==> config.mk <==
export PLATFORM = sky130hd
export DESIGN_NAME = request_arbiter
export DESIGN_NICKNAME = d
export VERILOG_FILES = /design/src/rtl/request_arbiter_pkg.sv /design/src/rtl/request_arbiter_picker.sv /design/src/rtl/request_arbiter.sv
export SDC_FILE = /design/constraint.sdc
export NUM_CORES = 1
export LEC_CHECK = 0
export ABC_CLOCK_PERIOD_IN_PS = 1700
export BUFFER_PORTS_ARGS = -buffer_cell sky130_fd_sc_hd__buf_2
export CORE_MARGIN = 2
export CORE_UTILIZATION = 37
export CTS_CLUSTER_DIAMETER = 120
export DETAILED_ROUTE_END_ITERATION = 12
export PLACE_DENSITY = 0.84
export SLEW_MARGIN = 0
export SYNTH_ARGS = -nofsm -noshare
export SYNTH_HDL_FRONTEND = slang
export SYNTH_SLANG_ARGS = --single-unit
==> constraint.sdc <==
create_clock -name clk -period 1.7 [get_ports clk]
set_input_delay 0.34 -clock clk [delete_from_list [all_inputs] [get_ports clk]]
set_output_delay 0.34 -clock clk [all_outputs]
set_load 0.005 [all_outputs]
==> src/rtl/request_arbiter_pkg.sv <==
// ============================================================================
// Module  : request_arbiter_pkg
// Brief   : Shared widths, defaults and helpers for the request arbiter.
//           Also carries the build-wide defines (ADDRESS_WIDTH, ID_WIDTH,
//           ARB_NUM_REQ), each overridable on the command line. The optional
//           switch ARB_GRANT_COUNT_EN enables per-requester grant counters.
// Revision: 1.0 - initial release
// ============================================================================
`default_nettype none

`ifndef ADDRESS_WIDTH
`define ADDRESS_WIDTH 32
`endif

`ifndef ID_WIDTH
`define ID_WIDTH 4
`endif

`ifndef ARB_NUM_REQ
`define ARB_NUM_REQ 4
`endif

// ARB_GRANT_COUNT_EN is left undefined by default (counters disabled).

package request_arbiter_pkg;

  localparam int ARB_NUM_REQ_DEF = `ARB_NUM_REQ;
  localparam int ADDR_W_DEF      = `ADDRESS_WIDTH;
  localparam int ID_W_DEF        = `ID_WIDTH;

`ifdef ARB_GRANT_COUNT_EN
  localparam int GNT_CNT_WIDTH_DEF = 16;
`endif

  // Next round-robin slot after idx, wrapping n-1 -> 0.
  function automatic int rr_wrap_inc(input int idx, input int n);
    return (idx + 1 >= n) ? 0 : idx + 1;
  endfunction

endpackage

`default_nettype wire

==> src/rtl/request_arbiter_picker.sv <==
// ============================================================================
// Module  : rr_picker
// Brief   : Combinational round-robin selector. Scans valid starting at
//           rr_ptr (wrapping) and returns the first valid index as a one-hot
//           grant plus its encoded index.
// Revision: 1.0 - initial release
// ============================================================================
`default_nettype none

module rr_picker
  import request_arbiter_pkg::*;
#(
  parameter int NUM_REQ   = ARB_NUM_REQ_DEF,
  parameter int SRC_WIDTH = $clog2(NUM_REQ)
) (
  input  logic [NUM_REQ-1:0]   valid,
  input  logic [SRC_WIDTH-1:0] rr_ptr,
  output logic [NUM_REQ-1:0]   grant,
  output logic                 any_valid,
  output logic [SRC_WIDTH-1:0] winner
);

  // Rotate so rr_ptr lands at bit 0; the lowest set bit is then the winner.
  logic [2*NUM_REQ-1:0] dbl_valid;
  logic [2*NUM_REQ-1:0] rot_shift;
  logic [NUM_REQ-1:0]   rot_valid;
  logic [NUM_REQ-1:0]   rot_onehot;
  logic [2*NUM_REQ-1:0] dbl_onehot;
  logic [2*NUM_REQ-1:0] back_shift;

  // Per output bit, the set of requester indices that have that bit set.
  logic [SRC_WIDTH-1:0][NUM_REQ-1:0] enc_mask;

  assign any_valid  = |valid;
  assign dbl_valid  = {valid, valid};
  assign rot_shift  = dbl_valid >> rr_ptr;
  assign rot_valid  = rot_shift[NUM_REQ-1:0];

  // Isolate the lowest set bit (two's-complement trick).
  assign rot_onehot = rot_valid & (~rot_valid + NUM_REQ'(1));

  // Rotate the one-hot back into requester numbering.
  assign dbl_onehot = {rot_onehot, rot_onehot};
  assign back_shift = dbl_onehot << rr_ptr;
  assign grant      = back_shift[2*NUM_REQ-1:NUM_REQ];

  // One-hot to binary: each winner bit is the OR of grants whose index has it.
  for (genvar b = 0; b < SRC_WIDTH; b++) begin : g_bit
    for (genvar i = 0; i < NUM_REQ; i++) begin : g_idx
      assign enc_mask[b][i] = 1'((i >> b) & 1);
    end
    assign winner[b] = |(grant & enc_mask[b]);
  end

endmodule

`default_nettype wire

==> src/rtl/request_arbiter.sv <==
// ============================================================================
// Module  : request_arbiter
// Brief   : Round-robin NUM_REQ:1 arbiter feeding the request pipeline.
//           Merges requester channels into one registered stream, tagging
//           each beat with its source index. Backpressure on both sides uses
//           valid/stall: a beat moves when valid=1 and stall=0.
//           Optional feature: define ARB_GRANT_COUNT_EN for saturating
//           per-requester grant counters on the grant_count port.
// Revision: 1.0 - initial release
// ============================================================================
`default_nettype none

module request_arbiter
  import request_arbiter_pkg::*;
#(
  parameter int NUM_REQ       = ARB_NUM_REQ_DEF,
  parameter int ADDRESS_WIDTH = ADDR_W_DEF,
  parameter int ID_WIDTH      = ID_W_DEF
`ifdef ARB_GRANT_COUNT_EN
  ,
  parameter int GNT_CNT_WIDTH = GNT_CNT_WIDTH_DEF
`endif
) (
  input  logic                                   clk,
  input  logic                                   reset,
  input  logic [NUM_REQ-1:0][ADDRESS_WIDTH-1:0]  req_address,
  input  logic [NUM_REQ-1:0][ID_WIDTH-1:0]       req_id,
  input  logic [NUM_REQ-1:0]                     req_valid,
  output logic [NUM_REQ-1:0]                     req_stall,
  output logic [ADDRESS_WIDTH-1:0]               out_address,
  output logic [ID_WIDTH-1:0]                    out_id,
  output logic [$clog2(NUM_REQ)-1:0]             out_src,
  output logic                                   out_valid,
  input  logic                                   in_stall
`ifdef ARB_GRANT_COUNT_EN
  ,
  output logic [NUM_REQ-1:0][GNT_CNT_WIDTH-1:0]  grant_count
`endif
);

  localparam int SRC_WIDTH = $clog2(NUM_REQ);

  logic [SRC_WIDTH-1:0] rr_ptr;
  logic [NUM_REQ-1:0]   grant;
  logic                 any_valid;
  logic [SRC_WIDTH-1:0] winner;
  logic                 load_en;

  rr_picker #(
    .NUM_REQ   (NUM_REQ),
    .SRC_WIDTH (SRC_WIDTH)
  ) u_picker (
    .valid     (req_valid),
    .rr_ptr    (rr_ptr),
    .grant     (grant),
    .any_valid (any_valid),
    .winner    (winner)
  );

  // The output register can take a new beat when empty or when drained.
  assign load_en = !out_valid || !in_stall;

  // Only the winner sees stall=0, and only when the register is loading.
  // Reset forces every stall high so no requester believes it was taken.
  assign req_stall = reset ? {NUM_REQ{1'b1}} : ~(grant & {NUM_REQ{load_en}});

  // Output register: load the winner (or go idle) whenever load_en is high.
  // Payload is left untouched on idle loads so it only changes with a beat.
  always_ff @(posedge clk or posedge reset) begin
    if (reset) begin
      out_valid   <= 1'b0;
      out_address <= '0;
      out_id      <= '0;
      out_src     <= '0;
    end else if (load_en) begin
      out_valid <= any_valid;
      if (any_valid) begin
        out_address <= req_address[winner];
        out_id      <= req_id[winner];
        out_src     <= winner;
      end
    end
  end

  // Round-robin pointer moves past the winner only when its beat is taken,
  // so a stalled winner keeps priority.
  always_ff @(posedge clk or posedge reset) begin
    if (reset) begin
      rr_ptr <= '0;
    end else if (load_en && any_valid) begin
      rr_ptr <= SRC_WIDTH'(rr_wrap_inc(int'(winner), NUM_REQ));
    end
  end

`ifdef ARB_GRANT_COUNT_EN
  for (genvar i = 0; i < NUM_REQ; i++) begin : g_cnt
    logic [GNT_CNT_WIDTH-1:0] cnt;

    // Saturating count of accepted grants for requester i.
    always_ff @(posedge clk or posedge reset) begin
      if (reset) begin
        cnt <= '0;
      end else if (load_en && grant[i] && (cnt != {GNT_CNT_WIDTH{1'b1}})) begin
        cnt <= cnt + GNT_CNT_WIDTH'(1);
      end
    end

    assign grant_count[i] = cnt;
  end
`endif

endmodule

`default_nettype wire

==> results.toml <==
[global_route]
grt-ovfl-total = 0
antenna_found_initial = 0
grt_pass1_wl_um = 12320
grt_max_degree = 42
grt_pass1_vias = 2729
grt_usage_pct = 19.92

[detailed_routing]
met1Wirelength_um = 3253
met3_length_um = 721
wl_per_cell_um = 15.66
routed_wl_um = 8754
top_layer = "met4"
first_iter_violations = 102
drc = 0
ant_nets = 0
met2_wirelength_um = 4729
first_pass_iters = 4
drt-vias-per-instance = 5.179
vias = 2895

[layout]
final_area_um2 = 4305
fin_util_pct = 60.33
fin_nets = 610
syn_to_final_growth_pct = 59.68
drive_gt1_share_pct = 60.87
n_antenna_cell = 0

[logic_synthesis]
synthCells = 253
synth_top_area_share_pct = 38.05
syn-num-nets = 404
synthesis.area_um2 = 2696
synth_cell_types = 30
yosys_register_bits = 41
ys_top_cells_by_area = "dfrtp_1 38%, mux2i_1 27%, o221ai_1 8.4%"
ys_seq_area_share_pct = 38.05
yosys.area.top_type = "dfrtp_1"
yosys_warnings = 0
syn_avg_cell_area_um2 = 10.66

[critical_path]
critPathCaptureType = "flip-flop"
cp_max_fo = 17
arrival_ns = 1.97
r2r_cells = 6
start_kind = "flip-flop"
reg2reg_slack_ns = -0.08
critPathKind = "reg -> reg"
reg2reg_to = "out_address[9]"
reg2reg_from = "rr_ptr[1]"
crit_required_ns = 1.90

[outcome]
status = "complete, but fails checks"
violations = "setup timing"

[sta]
clock-skew-final_ns = 0.01176
finalCriticalPeriod_ns = 1.778
report.final.setup_viol = 36
hold_violations = 0
slew_headroom_pct = 70.75
maxSlewViolCount = 0
rsz0062_at_grt = "true"
fmax_mhz = 562.6
setup_slack_ns = -0.07756
worst_pin_slew_ns = 0.4381
finalCritPeriodShare_pct = 104.6

[placed_design]
gp_congestion = 0.8805
post_dp_cell_area_um2 = 3862
place_hpwl_um = 6343
place_ws_ns = -0.2360
port_buffers = 193

[clock_network]
cts_max_path_buffers = 2
cts_made_buffers = 5
clock_latency_ns = 0.29
path_clk_slew_ns = 0.08
cts.sinks = 41
h-tree-depth = 2
cts_root_buf = "clkbuf_8"
cts_tree = "yes"

[power_and_ir_drop]
ir_drop_uv = 507.8
pwr-share-seq_pct = 30.0
pwr-share-clk_pct = 16.2
p_sw_share_pct = 34.75
pwr-share-comb_pct = 53.8
switching_power_mw = 1.737
power_density_nw_per_um2 = 1161
internal_power_mw = 3.262
p_leak_nw = 2.237

[floorplan]
start_util_pct = 37.78
die_h_um = 89.37
ios = 194
core_um2 = 7137
fp.dieArea_um2 = 7986
rows = 31
die_width_um = 89.37

[min_path]
hold_path.class = "in -> async"

[run]
cap_viol_max_count = 0
[routing by layer]
metal / GRT usage (%) / up-vias
li1: - / 1373
met1: 22.43 / 1361
met2: 38.32 / 156
met3: 3.970 / 5
met4: 4.478 / 0
met5: 0 / -
[final cells by class]
class	count	area, um2
repair buffers	222	1369
fillers	603	2831
multi-input cells	185	1654
inverters	4	15.01
clock buffers	7	86.33
flip-flops and latches	41	1027
well taps	99	123.9
clock inverters	1	30.03
[critical path, stage by stage, from the launching register on]
cell	delay (ns)
dfrtp_1	0.41
a21oi_1	0.18
nor3b_2	0.06
or3_1	0.37
or2_4	0.29
buf_12	0.16
o221ai_1	0.21
[flip-flops by register name, summed over array words and instances (netlist names)]
name         count
rr_ptr           2
out_valid        1
out_id           4
out_src          2
out_address     32
[metrics by stage]
step | hold WS (ns) | power (mW) | setup TNS, ns | instances
5_1_grt | 0.06952 | 5.306 | -4.452 | 559
2_1_floorplan | 0.4599 | 2.911 | 0 | 253
3_3_place_gp | 0.3648 | 3.657 | -4.611 | 542
3_5_place_dp | 0.3717 | 3.744 | -6.341 | 542
6_report | 0.05674 | 4.999 | -1.488 | 559
4_1_cts | 0.05430 | 4.783 | -1.549 | 554
[power groups by stage]
stage | logic (mW) | clock network [mW] | registers (mW)
2_1_floorplan | 1.39 | 0 | 1.52
3_3_place_gp | 2.15 | 0 | 1.51
3_5_place_dp | 2.24 | 0 | 1.50
4_1_cts | 2.46 | 0.828 | 1.49
5_1_grt | 2.89 | 0.882 | 1.54
6_report | 2.69 | 0.807 | 1.50
[repair_timing]
| action | 4_1_cts | 5_1_grt |
|---|---|---|
| hold buffers | 0 | 0 |
| pin swaps | 1 | 4 |
| setup buffers | 1 | 4 |
| gates resized for setup | 16 | 29 |
| hold endpoints to repair | 0 | 0 |
| gates cloned | 3 | 1 |
| setup endpoints to repair | 39 | 41 |
[cells in the mapped netlist (all sizes together)]
| cell | n |
|---|---|
| mux2i | 72 |
| nand2 | 42 |
| dfrtp | 41 |
| o221ai | 36 |
| buf | 19 |
| a21oi | 8 |
| clkbuf | 5 |
| inv | 4 |
| nand2b | 4 |
| nor2 | 4 |
| nand3 | 3 |
| o21ai | 3 |
| o22ai | 2 |
| a211o | 1 |
| a21boi | 1 |
| a22o | 1 |
| mux2 | 1 |
| nor3b | 1 |
| o2111ai | 1 |
| o221a | 1 |
| o31ai | 1 |
| or2 | 1 |
| or3 | 1 |
[logic make-up after synthesis]
logic type      share of synthesized area [%]
mux                                     27.15
simple gates                            8.909
compound gates                          18.47
flops                                   38.05
buf+inv                                 7.425
[placed cells by master, fill, tap and decap left out, types with 6 or more instances in the layout]
cell type,count
mux2i_1,58
nand2_1,42
o221ai_2,21
dfrtp_1,40
buf_12,9
buf_2,193
mux2i_2,13
buf_4,13
a21oi_1,6
o221ai_1,15
clkbuf_8,6
[worst max path at each step]
| stage | startpoint | endpoint | slack, ns | cells past startpoint |
|---|---|---|---|---|
| 4_1_cts | rr_ptr[0] | req_stall[2] | -0.08 | 5 |
| 3_5_place_dp | req_valid[0] | out_address[23] | -0.24 | 7 |
| 3_3_place_gp | req_valid[0] | out_address[23] | -0.16 | 7 |
| 5_1_grt | rr_ptr[1] | req_stall[3] | -0.15 | 6 |
| 6_report | rr_ptr[1] | out_address[9] | -0.08 | 6 |
| 2_1_floorplan | rr_ptr[0] | out_address[20] | 0.02 | 8 |
(Power assumes the default switching activity.)
